**src/rtl/spi_frame_buffer_if.sv**
```systemverilog
// Signal bundle for spi_frame_buffer: the SPI pins plus the read-side
// bank access and frame status. The master modport is the side that
// drives SPI and reads frames; the slave modport is the buffer itself.
interface spi_frame_buffer_if #(
    parameter int BYTES_PER_SAMPLE = 1,
    parameter int DEPTH            = 64
);
    localparam int ADDR_W = $clog2(DEPTH);
    localparam int SW     = 8 * BYTES_PER_SAMPLE;

    logic              SCK;
    logic              SSEL;
    logic              MOSI;
    logic              MISO;
    logic [ADDR_W-1:0] rd_addr;
    logic [SW-1:0]     rd_data;
    logic              frame_valid;
    logic              frame_ack;
    logic              overflow;
    logic [7:0]        frame_count;

    modport master (
        output SCK, SSEL, MOSI, rd_addr, frame_ack,
        input  MISO, rd_data, frame_valid, overflow, frame_count
    );

    modport slave (
        input  SCK, SSEL, MOSI, rd_addr, frame_ack,
        output MISO, rd_data, frame_valid, overflow, frame_count
    );
endinterface

```
**src/rtl/spi_frame_buffer.sv**
```systemverilog
// spi_frame_buffer: SPI mode-0 slave (MSB first) that assembles
// BYTES_PER_SAMPLE bytes into one sample and fills a ping-pong pair of
// DEPTH-sample banks. A full write bank is handed to the reader by
// swapping banks; if the reader still holds the previous frame the
// controller parks in HOLD and drops incoming samples (sticky overflow).
//
// Optional feature: define SFB_STATUS_MISO_EN to shift a status byte
// {frame_valid, overflow, state==HOLD, 5'b0} out on MISO at every byte.
// Without it MISO is tied low.
//
// State table:
//   FILL | samples are written into the write bank at wr_ptr
//   HOLD | write bank full, read bank still owned by reader; samples dropped
module spi_frame_buffer #(
    parameter int BYTES_PER_SAMPLE = 1,
    parameter int DEPTH            = 64
) (
    input  logic                 clk,
    input  logic                 rst,
    spi_frame_buffer_if.slave    bus
);
    localparam int ADDR_W = $clog2(DEPTH);
    localparam int SW     = 8 * BYTES_PER_SAMPLE;
    localparam int BCW    = (BYTES_PER_SAMPLE > 1) ? $clog2(BYTES_PER_SAMPLE) : 1;

    localparam logic [BCW-1:0]    LAST_BYTE = BCW'(BYTES_PER_SAMPLE - 1);
    localparam logic [ADDR_W-1:0] LAST_PTR  = ADDR_W'(DEPTH - 1);

    typedef enum logic {FILL = 1'b0, HOLD = 1'b1} state_t;

    // [0] first sync flop, [1] synchronized value, [2] history
    logic [2:0] sck_s;
    logic [2:0] ssel_s;
    logic [2:0] mosi_s;

    logic sck_rise;
    logic ssel_idle;

    logic [2:0]     bit_cnt;
    logic [7:0]     byte_sr;
    logic [BCW-1:0] byte_cnt;
    logic [SW-1:0]  samp_sr;
    logic [SW-1:0]  samp_next;
    logic           samp_vld;
    logic [SW-1:0]  samp_data;

    state_t            state, state_nxt;
    logic [ADDR_W-1:0] wr_ptr, wr_ptr_nxt;
    logic              bank_sel, bank_sel_nxt;
    logic              frame_valid, frame_valid_nxt;
    logic              overflow, overflow_nxt;
    logic [7:0]        frame_count, frame_count_nxt;
    logic              wr_en;

    logic [SW-1:0] mem0 [DEPTH];
    logic [SW-1:0] mem1 [DEPTH];
    logic [SW-1:0] rd_q;
    logic          miso;

    // Bring the SPI pins into the clk domain; SSEL idles high out of reset.
    always_ff @(posedge clk) begin
        if (rst) begin
            sck_s  <= 3'b000;
            ssel_s <= 3'b111;
            mosi_s <= 3'b000;
        end else begin
            sck_s  <= {sck_s[1:0], bus.SCK};
            ssel_s <= {ssel_s[1:0], bus.SSEL};
            mosi_s <= {mosi_s[1:0], bus.MOSI};
        end
    end

    assign sck_rise = sck_s[1] & ~sck_s[2];
    // Select must be seen low on both the synchronized and history flop,
    // so any high blip (including the rising edge) counts as deselect.
    assign ssel_idle = ssel_s[1] | ssel_s[2];

    // MOSI is taken from the history flop: it lags by one cycle, keeping
    // the sampled bit well clear of any MOSI change around the SCK edge.
    assign samp_next = SW'({samp_sr, byte_sr[6:0], mosi_s[2]});

    // Bit/byte/sample assembly; deselect throws away any partial byte or sample.
    always_ff @(posedge clk) begin
        if (rst) begin
            bit_cnt   <= '0;
            byte_sr   <= '0;
            byte_cnt  <= '0;
            samp_sr   <= '0;
            samp_vld  <= 1'b0;
            samp_data <= '0;
        end else begin
            samp_vld <= 1'b0;
            if (ssel_idle) begin
                bit_cnt  <= '0;
                byte_cnt <= '0;
            end else if (sck_rise) begin
                byte_sr <= {byte_sr[6:0], mosi_s[2]};
                bit_cnt <= bit_cnt + 3'd1;
                if (bit_cnt == 3'd7) begin
                    if (byte_cnt == LAST_BYTE) begin
                        samp_vld  <= 1'b1;
                        samp_data <= samp_next;
                        byte_cnt  <= '0;
                    end else begin
                        samp_sr  <= samp_next;
                        byte_cnt <= byte_cnt + BCW'(1);
                    end
                end
            end
        end
    end

    // Bank controller state register.
    always_ff @(posedge clk) begin
        if (rst) begin
            state       <= FILL;
            wr_ptr      <= '0;
            bank_sel    <= 1'b0;
            frame_valid <= 1'b0;
            overflow    <= 1'b0;
            frame_count <= 8'd0;
        end else begin
            state       <= state_nxt;
            wr_ptr      <= wr_ptr_nxt;
            bank_sel    <= bank_sel_nxt;
            frame_valid <= frame_valid_nxt;
            overflow    <= overflow_nxt;
            frame_count <= frame_count_nxt;
        end
    end

    // Bank controller next state: write, frame completion, swap and release.
    always_comb begin
        state_nxt       = state;
        wr_ptr_nxt      = wr_ptr;
        bank_sel_nxt    = bank_sel;
        frame_valid_nxt = frame_valid;
        overflow_nxt    = overflow;
        frame_count_nxt = frame_count;
        wr_en           = 1'b0;
        case (state)
            FILL: begin
                if (bus.frame_ack && frame_valid) begin
                    frame_valid_nxt = 1'b0;
                end
                if (samp_vld) begin
                    wr_en      = 1'b1;
                    wr_ptr_nxt = wr_ptr + ADDR_W'(1);
                    if (wr_ptr == LAST_PTR) begin
                        frame_count_nxt = frame_count + 8'd1;
                        // An ack landing on the completing write frees the
                        // read bank just in time, so swap straight away.
                        if (!frame_valid || bus.frame_ack) begin
                            bank_sel_nxt    = ~bank_sel;
                            frame_valid_nxt = 1'b1;
                        end else begin
                            state_nxt = HOLD;
                        end
                    end
                end
            end
            HOLD: begin
                if (samp_vld) begin
                    overflow_nxt = 1'b1;
                end
                if (bus.frame_ack) begin
                    bank_sel_nxt = ~bank_sel;
                    state_nxt    = FILL;
                end
            end
            default: state_nxt = FILL;
        endcase
    end

    // Bank 0 storage: written while bank 0 is the write bank.
    always_ff @(posedge clk) begin
        if (wr_en && !bank_sel) begin
            mem0[wr_ptr] <= samp_data;
        end
    end

    // Bank 1 storage: written while bank 1 is the write bank.
    always_ff @(posedge clk) begin
        if (wr_en && bank_sel) begin
            mem1[wr_ptr] <= samp_data;
        end
    end

    // Registered read from whichever bank is not being written.
    always_ff @(posedge clk) begin
        if (rst) begin
            rd_q <= '0;
        end else begin
            rd_q <= bank_sel ? mem0[bus.rd_addr] : mem1[bus.rd_addr];
        end
    end

`ifdef SFB_STATUS_MISO_EN
    logic       sck_fall;
    logic [7:0] miso_sr;
    logic [7:0] status_byte;

    assign sck_fall    = ~sck_s[1] & sck_s[2];
    assign status_byte = {frame_valid, overflow, (state == HOLD), 5'b0};

    // Status shifter: preloaded while deselected, reloaded on the falling
    // edge that ends each byte, otherwise advanced on every falling edge.
    always_ff @(posedge clk) begin
        if (rst) begin
            miso_sr <= 8'd0;
        end else if (ssel_idle || (sck_fall && bit_cnt == 3'd0)) begin
            miso_sr <= status_byte;
        end else if (sck_fall) begin
            miso_sr <= {miso_sr[6:0], 1'b0};
        end
    end

    assign miso = ~ssel_idle & miso_sr[7];
`else
    assign miso = 1'b0;
`endif

    assign bus.MISO        = miso;
    assign bus.rd_data     = rd_q;
    assign bus.frame_valid = frame_valid;
    assign bus.overflow    = overflow;
    assign bus.frame_count = frame_count;
endmodule

```
**src/flat_wrapper.sv**
```systemverilog
// flat-port wrapper written by rule: the top's interface ports become plain ports
module spi_frame_buffer_flat 
#(
    parameter int BYTES_PER_SAMPLE = 1,
    parameter int DEPTH            = 64
)
  (clk, rst, bus_SCK, bus_SSEL, bus_MOSI, bus_rd_addr, bus_frame_ack, bus_MISO, bus_rd_data, bus_frame_valid, bus_overflow, bus_frame_count);
  spi_frame_buffer_if #(.BYTES_PER_SAMPLE(BYTES_PER_SAMPLE), .DEPTH(DEPTH)) bus_i ();
  input  logic clk;
  input  logic rst;
  input wire logic [$bits(bus_i.SCK)-1:0] bus_SCK;
  input wire logic [$bits(bus_i.SSEL)-1:0] bus_SSEL;
  input wire logic [$bits(bus_i.MOSI)-1:0] bus_MOSI;
  input wire logic [$bits(bus_i.rd_addr)-1:0] bus_rd_addr;
  input wire logic [$bits(bus_i.frame_ack)-1:0] bus_frame_ack;
  output wire logic [$bits(bus_i.MISO)-1:0] bus_MISO;
  output wire logic [$bits(bus_i.rd_data)-1:0] bus_rd_data;
  output wire logic [$bits(bus_i.frame_valid)-1:0] bus_frame_valid;
  output wire logic [$bits(bus_i.overflow)-1:0] bus_overflow;
  output wire logic [$bits(bus_i.frame_count)-1:0] bus_frame_count;
  assign bus_i.SCK = bus_SCK;
  assign bus_i.SSEL = bus_SSEL;
  assign bus_i.MOSI = bus_MOSI;
  assign bus_i.rd_addr = bus_rd_addr;
  assign bus_i.frame_ack = bus_frame_ack;
  assign bus_MISO = bus_i.MISO;
  assign bus_rd_data = bus_i.rd_data;
  assign bus_frame_valid = bus_i.frame_valid;
  assign bus_overflow = bus_i.overflow;
  assign bus_frame_count = bus_i.frame_count;
  spi_frame_buffer #(.BYTES_PER_SAMPLE(BYTES_PER_SAMPLE), .DEPTH(DEPTH)) u_core (.clk(clk), .rst(rst), .bus(bus_i));
endmodule
```
**config.mk**
```make
export PLATFORM = sky130hd
export DESIGN_NAME = spi_frame_buffer_flat
export DESIGN_NICKNAME = d
export VERILOG_FILES = /design/src/rtl/spi_frame_buffer_if.sv /design/src/rtl/spi_frame_buffer.sv /design/src/flat_wrapper.sv
export SDC_FILE = /design/constraint.sdc
export NUM_CORES = 1
export LEC_CHECK = 0
export CORE_MARGIN = 3
export CORE_UTILIZATION = 30
export CTS_CLUSTER_SIZE = 12
export DETAILED_ROUTE_END_ITERATION = 8
export SLEW_MARGIN = 40
export SYNTH_ARGS = -nofsm -noshare
export SYNTH_HDL_FRONTEND = slang
export SYNTH_SLANG_ARGS = --single-unit
export TNS_END_PERCENT = 50
```
**constraint.sdc**
```tcl
create_clock -name clk -period 3.2 [get_ports clk]
set_input_delay 0.32 -clock clk [delete_from_list [all_inputs] [get_ports clk]]
set_output_delay 0.32 -clock clk [all_outputs]
set_load 0.1 [all_outputs]
```
==> results of run 1 <==
==> Yosys cell counts (6+ instances only) <==
| library cell | instances |
|---|---|
| or3_1 | 18 |
| nand3b_1 | 7 |
| nand4_1 | 14 |
| buf_6 | 12 |
| mux4_2 | 210 |
| a21oi_1 | 41 |
| a22oi_1 | 92 |
| dfxtp_1 | 54 |
| nand3_1 | 35 |
| a41o_1 | 7 |
| nand2_1 | 67 |
| nor2b_1 | 11 |
| mux2i_1 | 121 |
| o21ai_1 | 9 |
| o211ai_1 | 7 |
| edfxtp_1 | 1024 |
| o21ai_0 | 16 |
| a221oi_2 | 7 |
| nor2_1 | 159 |
| nor3_1 | 6 |
| buf_4 | 23 |
| clkbuf_1 | 67 |
| a221oi_1 | 8 |
| xor2_1 | 8 |
| nand2b_1 | 6 |
| buf_2 | 33 |
==> cells by family (layout without fill, tap and decap cells) <==
family,after synthesis,after routing,share of synthesized area (%)
adders and majority gates,4,4,0.120
buffers and inverters,143,415,1.81
DFF,1078,1078,76.2
other,1,2,0.00898
AOI/OAI and AO/OA,204,204,3.48
and+or+nand+nor,344,344,3.77
muxes,336,336,14.4
xor gates and xnor gates,13,13,0.273
==> area by class of cell <==
| cell class | instances | area [sq um] | share of cell area (%) |
|---|---|---|---|
| Clock buffer | 151 | 2970 | 6.09 |
| Inverter | 3 | 11.3 | 0.0231 |
| Sequential cell | 1078 | 31900 | 65.5 |
| Multi-Input combinational cell | 902 | 9240 | 19.0 |
| Timing Repair Buffer | 229 | 2060 | 4.24 |
| Clock inverter | 32 | 285 | 0.586 |
| Antenna cell | 1 | 2.50 | 0.00514 |
| Tap cell | 1794 | 2240 | 4.61 |
==> state kept, by name, summed over array words and instances, names as in the netlist <==
| signal | flops |
|---|---|
| u_core.mem1 | 512 |
| u_core.bus.frame_count | 8 |
| u_core.byte_sr | 7 |
| u_core.mosi_s | 3 |
| u_core.sck_s | 3 |
| u_core.bus.rd_data | 8 |
| u_core.bus.overflow | 1 |
| u_core.bit_cnt | 3 |
| u_core.samp_vld | 1 |
| u_core.mem0 | 512 |
| u_core.wr_ptr | 6 |
| u_core.bus.frame_valid | 1 |
| u_core.ssel_s | 3 |
| u_core.samp_data | 8 |
| u_core.bank_sel | 1 |
| u_core.state | 1 |
==> final timing paths <==
check,depth (start not counted),slack [ns],startpoint,to
max,4,0.54,u_core.samp_vld$_SDFF_PP0_,u_core.mem0[20][7]$_DFFE_PP_
min,2,0.21,bus_SCK,u_core.sck_s[0]$_SDFF_PP0_
max reg2reg,4,0.54,u_core.samp_vld$_SDFF_PP0_,u_core.mem0[20][7]$_DFFE_PP_
min reg2reg,1,0.42,u_core.ssel_s[0]$_SDFF_PP1_,u_core.ssel_s[1]$_SDFF_PP1_
==> stage by stage <==
stage | utilization (%) | setup slack [ns]
floorplan | - | 0.833
global placement | 32.9 | 0.231
detailed placement | 32.9 | 0.325
CTS | 35.3 | 0.552
global route | 35.3 | 0.356
finish | 35.3 | 0.539
==> critical path, cell delays in order, from the launching register on <==
cell	delay [ns]
dfxtp_1	0.42
nand2b_1	0.40
nor2_1	0.27
nand3_1	0.43
nor2_1	0.76
==> routing by layer <==
| metal | part of all wire, % | up-vias |
|---|---|---|
| li1 | - | 9042 |
| met2 | 48 | 837 |
| met3 | 7.3 | 150 |
| met5 | 0.013 | - |
| met4 | 2.5 | 2 |
| met1 | 42 | 11200 |
==> power by group <==
part / switching [mW] / leakage, nW / internal (mW)
registers: 0.0276 / 9.93 / 15.2
clock network: 5.10 / 1.58 / 6.74
logic: 0.635 / 4.18 / 0.447
total: 5.76 / 15.7 / 22.4
==> metrics.txt, run 1 <==
Tot Pwr=28.2 mW; GRT busiest layer=met2; DRC=0; critical path peak fanout=19; Final Hold Violating Endpoints=0; Nets=2339; routed len/inst=24.6 um; unrepaired setup endpoints after global routing=no; final std cell area, no fill=48700 sq um; TritonCTS buffer count=109; commonest non-fill, non-tap cell in the layout=edfxtp_1; layout cells sized above 1=25.4%; post_cts resized=0; Placeable Area=138000 sq um; Gate Count Post-Synth=2123; top-level I/O count=31; FFs w/ async S/R, synth=0%; Arr. time, crit path=2.96 ns; Seq/Total Area, Yosys=76.2%; Post-Synthesis Cell Area=41800 sq um; Synthesized Nets=2139; proportion of netlist area held by the largest area contributor=73.6%; placed cell count=4004; vias in the first global route=21800; status=finished, final reports clean; Synth Flop Type=edfxtp_1; DR vias/cell=5.07; Pleak=15.7 nW; Fmax=376 MHz; setup_tns=0 ns; Buffers on Ports=29; CTS Sinks=1078; pwr dens=578 nW/um^2; Synth warnings=0; clk buf depth=3; Slew HR=42.6%; final setup vio count=0; leading area contributor after synthesis=edfxtp_1; Root Buffer=clkbuf_16; Data required, critical path=3.50 ns; most frequent cells in the layout=edfxtp_1, mux4_2, buf_4; Die Ht=379 um; CP Capture Type=flop; clk_skew=0.0183 ns; final wirelength=103000 um; Final ANT Viol Nets=0; Max-Cap Viols=0; peak supply drop=424 uV; hold_buf cts=0; grt met3 use=3.18%; CTS tree=done; crit path time final=2.66 ns; Final Cycle Share=83.2%; GRT met2 Usage=23.1%; FP Rows=136; total track usage=14.3%; area grow syn2layout=16.5%; synthesized area per cell=19.7 sq um; largest net degree at the start of global routing=86; Slew Limit Fails=0; flops & latches, synth=1078; CP Class=flop to flop; Area contributors post-synth=edfxtp_1, mux4_2, mux2i_1; tightest hold margin=0.214 ns; Setup Fix Bufs, Post-CTS=0; Layout fillers=12700; number of flops mapped to enable cells by yosys=1024; initial antenna violation count=2; Finished Layout Cells=4190; Skew-Pair Late Insertion Delay=0.68 ns; die area=144000 sq um; routability cong.=0.893; H-tree Lvls=3; DIE WIDTH=379 um; DRT iter0 DRCs=2317; Placed Area=45400 sq um; global-route wire length before repair=152000 um; starting density of the core=30.3%; crit path launch type=flop; Synth cell types=55; DPL Wire Length=67800 um; Pre-Repair DR Iteration Count=5; GRT Residual Overflow=0; Reg clk slew, reported paths=0.06 ns; Worst-Margin Slew=0.860 ns; Vias=21300; met1 usage=19.5%; worst hold path type=input pin to flop
(Power assumes the default switching activity.)
==> run 2: changes to the inputs <==
==> constraint.sdc (replaced) <==
create_clock -name clk -period 2.4 [get_ports clk]
set_input_delay 0.24 -clock clk [delete_from_list [all_inputs] [get_ports clk]]
set_output_delay 0.24 -clock clk [all_outputs]
set_load 0.1 [all_outputs]
==> run 2 against run 1 <==
Against the previous run:
- core utilization rose by 0.82 points
- worst setup slack got worse by 0.45 ns
- critical path depth did not move
- critical path type unchanged
==> metrics.txt, run 2 (same netlist as run 1, synthesis figures left out) <==
tightest hold margin=0.112 ns; global-route wire length before repair=152000 um; Reg-to-Reg Start=u_core.wr_ptr[1]$_SDFFE_PP0N_; Max-Cap Viols=0; Slew Limit Fails=0; GRT Residual Overflow=0; routed len/inst=24.1 um; CP Capture Type=flop; Fmax=432 MHz; peak supply drop=607 uV; top-level I/O count=31; CP Class=flop to flop; clk_skew=0.0392 ns; status=finished, final reports clean; DPL Wire Length=69000 um; delay-heaviest family, CP=simple AND/OR/NAND/NOR gates; reg2reg end=u_core.mem1[42][4]$_DFFE_PP_; sequential fraction of design power=53.8%; vias in the first global route=22100; crit path launch type=flop; Worst Reg-to-Reg Cells=4; initial antenna violation count=5; Pre-Repair DR Iteration Count=5; pwr dens=758 nW/um^2; final setup vio count=0; CTS Sinks=1078; Skew-Pair Late Insertion Delay=0.70 ns; routability cong.=0.884; Arr. time, crit path=2.69 ns; DIE WIDTH=379 um; starting density of the core=30.3%; Tot Pwr=37.7 mW; cells along the critical path=or3b_1 -> or3_1 -> nor2_1 -> buf_4; Root Buffer=clkbuf_16; Vias=21700; layout cells sized above 1=28.7%; Slew HR=44.1%; Nets=2461; Die Ht=379 um; WHS Path Cells=2; clock share of power=42.1%; end of the worst hold path=u_core.sck_s[0]$_SDFF_PP0_; sw power=7.76 mW; worst path bufs/invs=1; clk buf depth=3; Worst-Margin Slew=0.836 ns; DRT iter0 DRCs=2233; TritonCTS buffer count=110; die area=144000 sq um; slowest cell delay on critical path=0.62 ns; most frequent cells in the layout=edfxtp_1, buf_4, mux4_2; setup slack, reg-to-reg=0.09 ns; DRC=0; combinational power share=4.1%; Crit. path cell count=4; Data required, critical path=2.78 ns; worst hold path type=input pin to flop; area grow syn2layout=19.2%; Top Registers=u_core.mem0 x512, u_core.mem1 x512; critical hold path startpoint=bus_SCK; largest net degree at the start of global routing=80; Buffers on Ports=29; H-tree Lvls=3; Final ANT Viol Nets=0; FP Rows=136; critical path peak fanout=10; Placeable Area=138000 sq um; CP max-delay cell=or3_1; switch share=20.6%; Final Cycle Share=96.3%; Reg clk slew, reported paths=0.06 ns; unrepaired setup endpoints after global routing=no; Cell Int Power=30.0 mW; Final Hold Violating Endpoints=0; CTS tree=done; final wirelength=104000 um; DR vias/cell=5.03; crit path time final=2.31 ns; Pleak=16.4 nW; total track usage=14.4%; commonest non-fill, non-tap cell in the layout=edfxtp_1
[run 2: per-layer routing]
metal  up-vias  routed length [um]  global-route usage (%)
met1     11300               42000                    18.5
li1       9316                   -                       -
met2       844               50600                    23.6
met5         -                  13                       0
met4         2                3220                    4.78
met3       196                8260                    3.88
[run 2: how the worst max path moves through the flow]
stage	end	from
after floorplan	u_core.mem0[0][0]$_DFFE_PP_	u_core.samp_data[0]$_SDFFE_PP0P_
after global placement	u_core.bus.rd_data[3]$_SDFF_PP0_	bus_rd_addr[2]
after detailed placement	u_core.bus.rd_data[3]$_SDFF_PP0_	bus_rd_addr[4]
after CTS	u_core.mem1[42][2]$_DFFE_PP_	u_core.wr_ptr[1]$_SDFFE_PP0N_
after global routing	u_core.mem1[42][4]$_DFFE_PP_	u_core.wr_ptr[1]$_SDFFE_PP0N_
final	u_core.mem1[42][4]$_DFFE_PP_	u_core.wr_ptr[1]$_SDFFE_PP0N_
[run 2: stage by stage]
step	setup TNS (ns)	instance area [sq um]	setup slack, ns	std cells	util (%)
after CTS	0	49800	0.132	4313	36.1
after global routing	0	49800	0.0195	4313	36.1
after detailed placement	-1.41	46500	-0.262	4126	33.7
after floorplan	0	41800	0.0325	2123	-
after global placement	-2.02	46500	-0.364	4126	33.7
final	0	49800	0.0877	4316	36.1
[run 2: what timing repair did]
action	4_1_cts	5_1_grt
buffers inserted	0	0
endpoints found under the hold margin	2	0
resized for setup	0	0
hold buffers	1	0
[run 2: power by group through the flow]
stage               clock network [mW]  registers (mW)  logic (mW)
floorplan                            0            20.8       0.870
global placement                     0            20.7        1.55
detailed placement                   0            20.7        1.56
CTS                               16.2            20.3        1.56
global route                      16.9            20.3        1.63
finish                            15.9            20.3        1.56
[run 2: layout make-up]
class                   count  area (sq um)
inverters                   3          11.3
multi-input cells         902          9210
flip-flops and latches   1078         31900
repair buffers            350          3170
fillers                 12600         88000
well taps                1794          2240
clock buffers             142          2940
diodes                      3          7.51
clock inverters            44           365
==> run 3: changes to the inputs <==
==> constraint.sdc (replaced) <==
create_clock -name clk -period 2.55 [get_ports clk]
set_input_delay 0.255 -clock clk [delete_from_list [all_inputs] [get_ports clk]]
set_output_delay 0.255 -clock clk [all_outputs]
set_load 0.1 [all_outputs]
==> run 3 against run 2 <==
Against the previous run:
- cell area decreased by 0.61%
- hold slack better by 0.0014 ns
- register-to-register slack better by 0.16 ns
- clock-buffer cell count grew 8
- clock power decreased by 5%
- fmax is 0.39% higher
- clock skew is 0.0089 ns lower
- cell count shrank 0.79%
- critical path depth did not move
- largest power group unchanged
- highest routed layer is now met4
==> metrics.txt, run 3 (same netlist as run 1, synthesis figures left out) <==
reg2reg end=u_core.mem1[24][7]$_DFFE_PP_; tightest hold margin=0.113 ns; CTS tree=done; layout cells sized above 1=27.8%; die area=144000 sq um; DRC=0; Tot Pwr=35.6 mW; setup slack, reg-to-reg=0.25 ns; Pre-Repair DR Iteration Count=7; Fmax=434 MHz; worst hold path type=input pin to flop; largest net degree at the start of global routing=90; Root Buffer=clkbuf_16; FP Rows=136; Pleak=16.2 nW; starting density of the core=30.3%; fin util=35.9%; Reg-to-Reg Start=u_core.samp_vld$_SDFF_PP0_; area grow syn2layout=18.5%; pwr dens=719 nW/um^2; DP Worst Slack=-0.125 ns; Skew-Pair Late Insertion Delay=0.70 ns; Buffers on Ports=29; commonest non-fill, non-tap cell in the layout=edfxtp_1; Slew HR=50.5%; Nets=2426; Worst-Margin Slew=0.742 ns; Arr. time, crit path=2.70 ns; Final ANT Viol Nets=0; Final Hold Violating Endpoints=0; total track usage=14.5%; TritonCTS buffer count=110; DPL Wire Length=69800 um; most frequent cells in the layout=edfxtp_1, buf_4, mux4_2; Final Cycle Share=90.3%; global-route wire length before repair=153000 um; critical path peak fanout=16; Max-Cap Viols=0; DIE WIDTH=379 um; top-level I/O count=31; clk_skew=0.0303 ns; clk buf depth=3; DRT iter0 DRCs=2637; Setup Fix Bufs, Post-CTS=0; hold_buf cts=0; crit path launch type=flop; Critical Path Start=u_core.samp_vld$_SDFF_PP0_; initial antenna violation count=1; CP Capture Type=flop; routed len/inst=24.6 um; H-tree Lvls=3; CTS Sinks=1078; Final WS setup=0.247 ns; final wirelength=105000 um; Top Registers=u_core.mem0 x512, u_core.mem1 x512; peak supply drop=618 uV; post_cts resized=0; final setup vio count=0; Placed Area=46200 sq um; status=finished, final reports clean; Worst Reg-to-Reg Cells=4; final std cell area, no fill=49500 sq um; Vias=21700; GRT Residual Overflow=0; Slew Limit Fails=0; Data required, critical path=2.94 ns; vias in the first global route=21900; unrepaired setup endpoints after global routing=no; capture point of the worst path=u_core.mem1[24][7]$_DFFE_PP_; Die Ht=379 um; Placeable Area=138000 sq um; DR vias/cell=5.07; Reg clk slew, reported paths=0.06 ns; routability cong.=0.906; CP Class=flop to flop; crit path time final=2.30 ns
-- run 3: worst max-delay path, stage by stage, from the launching register on --
cell and delay [ns]:
dfxtp_1 0.43, nand2b_1 0.31, or3_1 0.77, nor2_1 0.28, buf_4 0.21
-- run 3: how the worst min path moves through the flow --
| stage | slack (ns) | cells after the start | to | startpoint |
|---|---|---|---|---|
| 2_1_floorplan | 0.33 | 1 | u_core.state$_SDFF_PP0_ | bus_frame_ack |
| 3_3_place_gp | 0.40 | 1 | u_core.ssel_s[1]$_SDFF_PP1_ | u_core.ssel_s[0]$_SDFF_PP1_ |
| 3_5_place_dp | 0.40 | 1 | u_core.ssel_s[1]$_SDFF_PP1_ | u_core.ssel_s[0]$_SDFF_PP1_ |
| 4_1_cts | 0.06 | 3 | u_core.bank_sel$_SDFFE_PP0P_ | rst |
| 5_1_grt | 0.11 | 3 | u_core.bank_sel$_SDFFE_PP0P_ | rst |
| 6_report | 0.11 | 3 | u_core.bank_sel$_SDFFE_PP0P_ | rst |
-- run 3: per-layer routing --
metal	wire [um]	vias up	track usage [%]	share of wire (%)
met4	2270	0	3.63	2.2
met5	0	-	0	0
met2	50300	874	23.1	48
met1	43600	11400	19.9	41
li1	-	9228	-	-
met3	9130	152	3.60	8.7
-- run 3: cell type report --
cell class / count / area (sq um)
Antenna cell: 1 / 2.50
Inverter: 3 / 11.3
Fill cell: 12700 / 88300
Clock inverter: 39 / 368
Tap cell: 1794 / 2240
Multi-Input combinational cell: 902 / 9220
Sequential cell: 1078 / 31900
Timing Repair Buffer: 315 / 2830
Clock buffer: 150 / 2960
-- run 3: stage by stage --
stage          instances  setup TNS [ns]
2_1_floorplan       2123               0
3_3_place_gp        4092          -0.150
3_5_place_dp        4092          -0.416
4_1_cts             4281               0
5_1_grt             4281               0
6_report            4282               0
-- run 3: power breakdown --
part           total, mW  internal (mW)  leakage [nW]  switching, mW
Combinational       1.43          0.611          4.65          0.816
Sequential          19.1           19.1          9.93         0.0376
Clock               15.1           8.59          1.62           6.47
Total               35.6           28.3          16.2           7.32
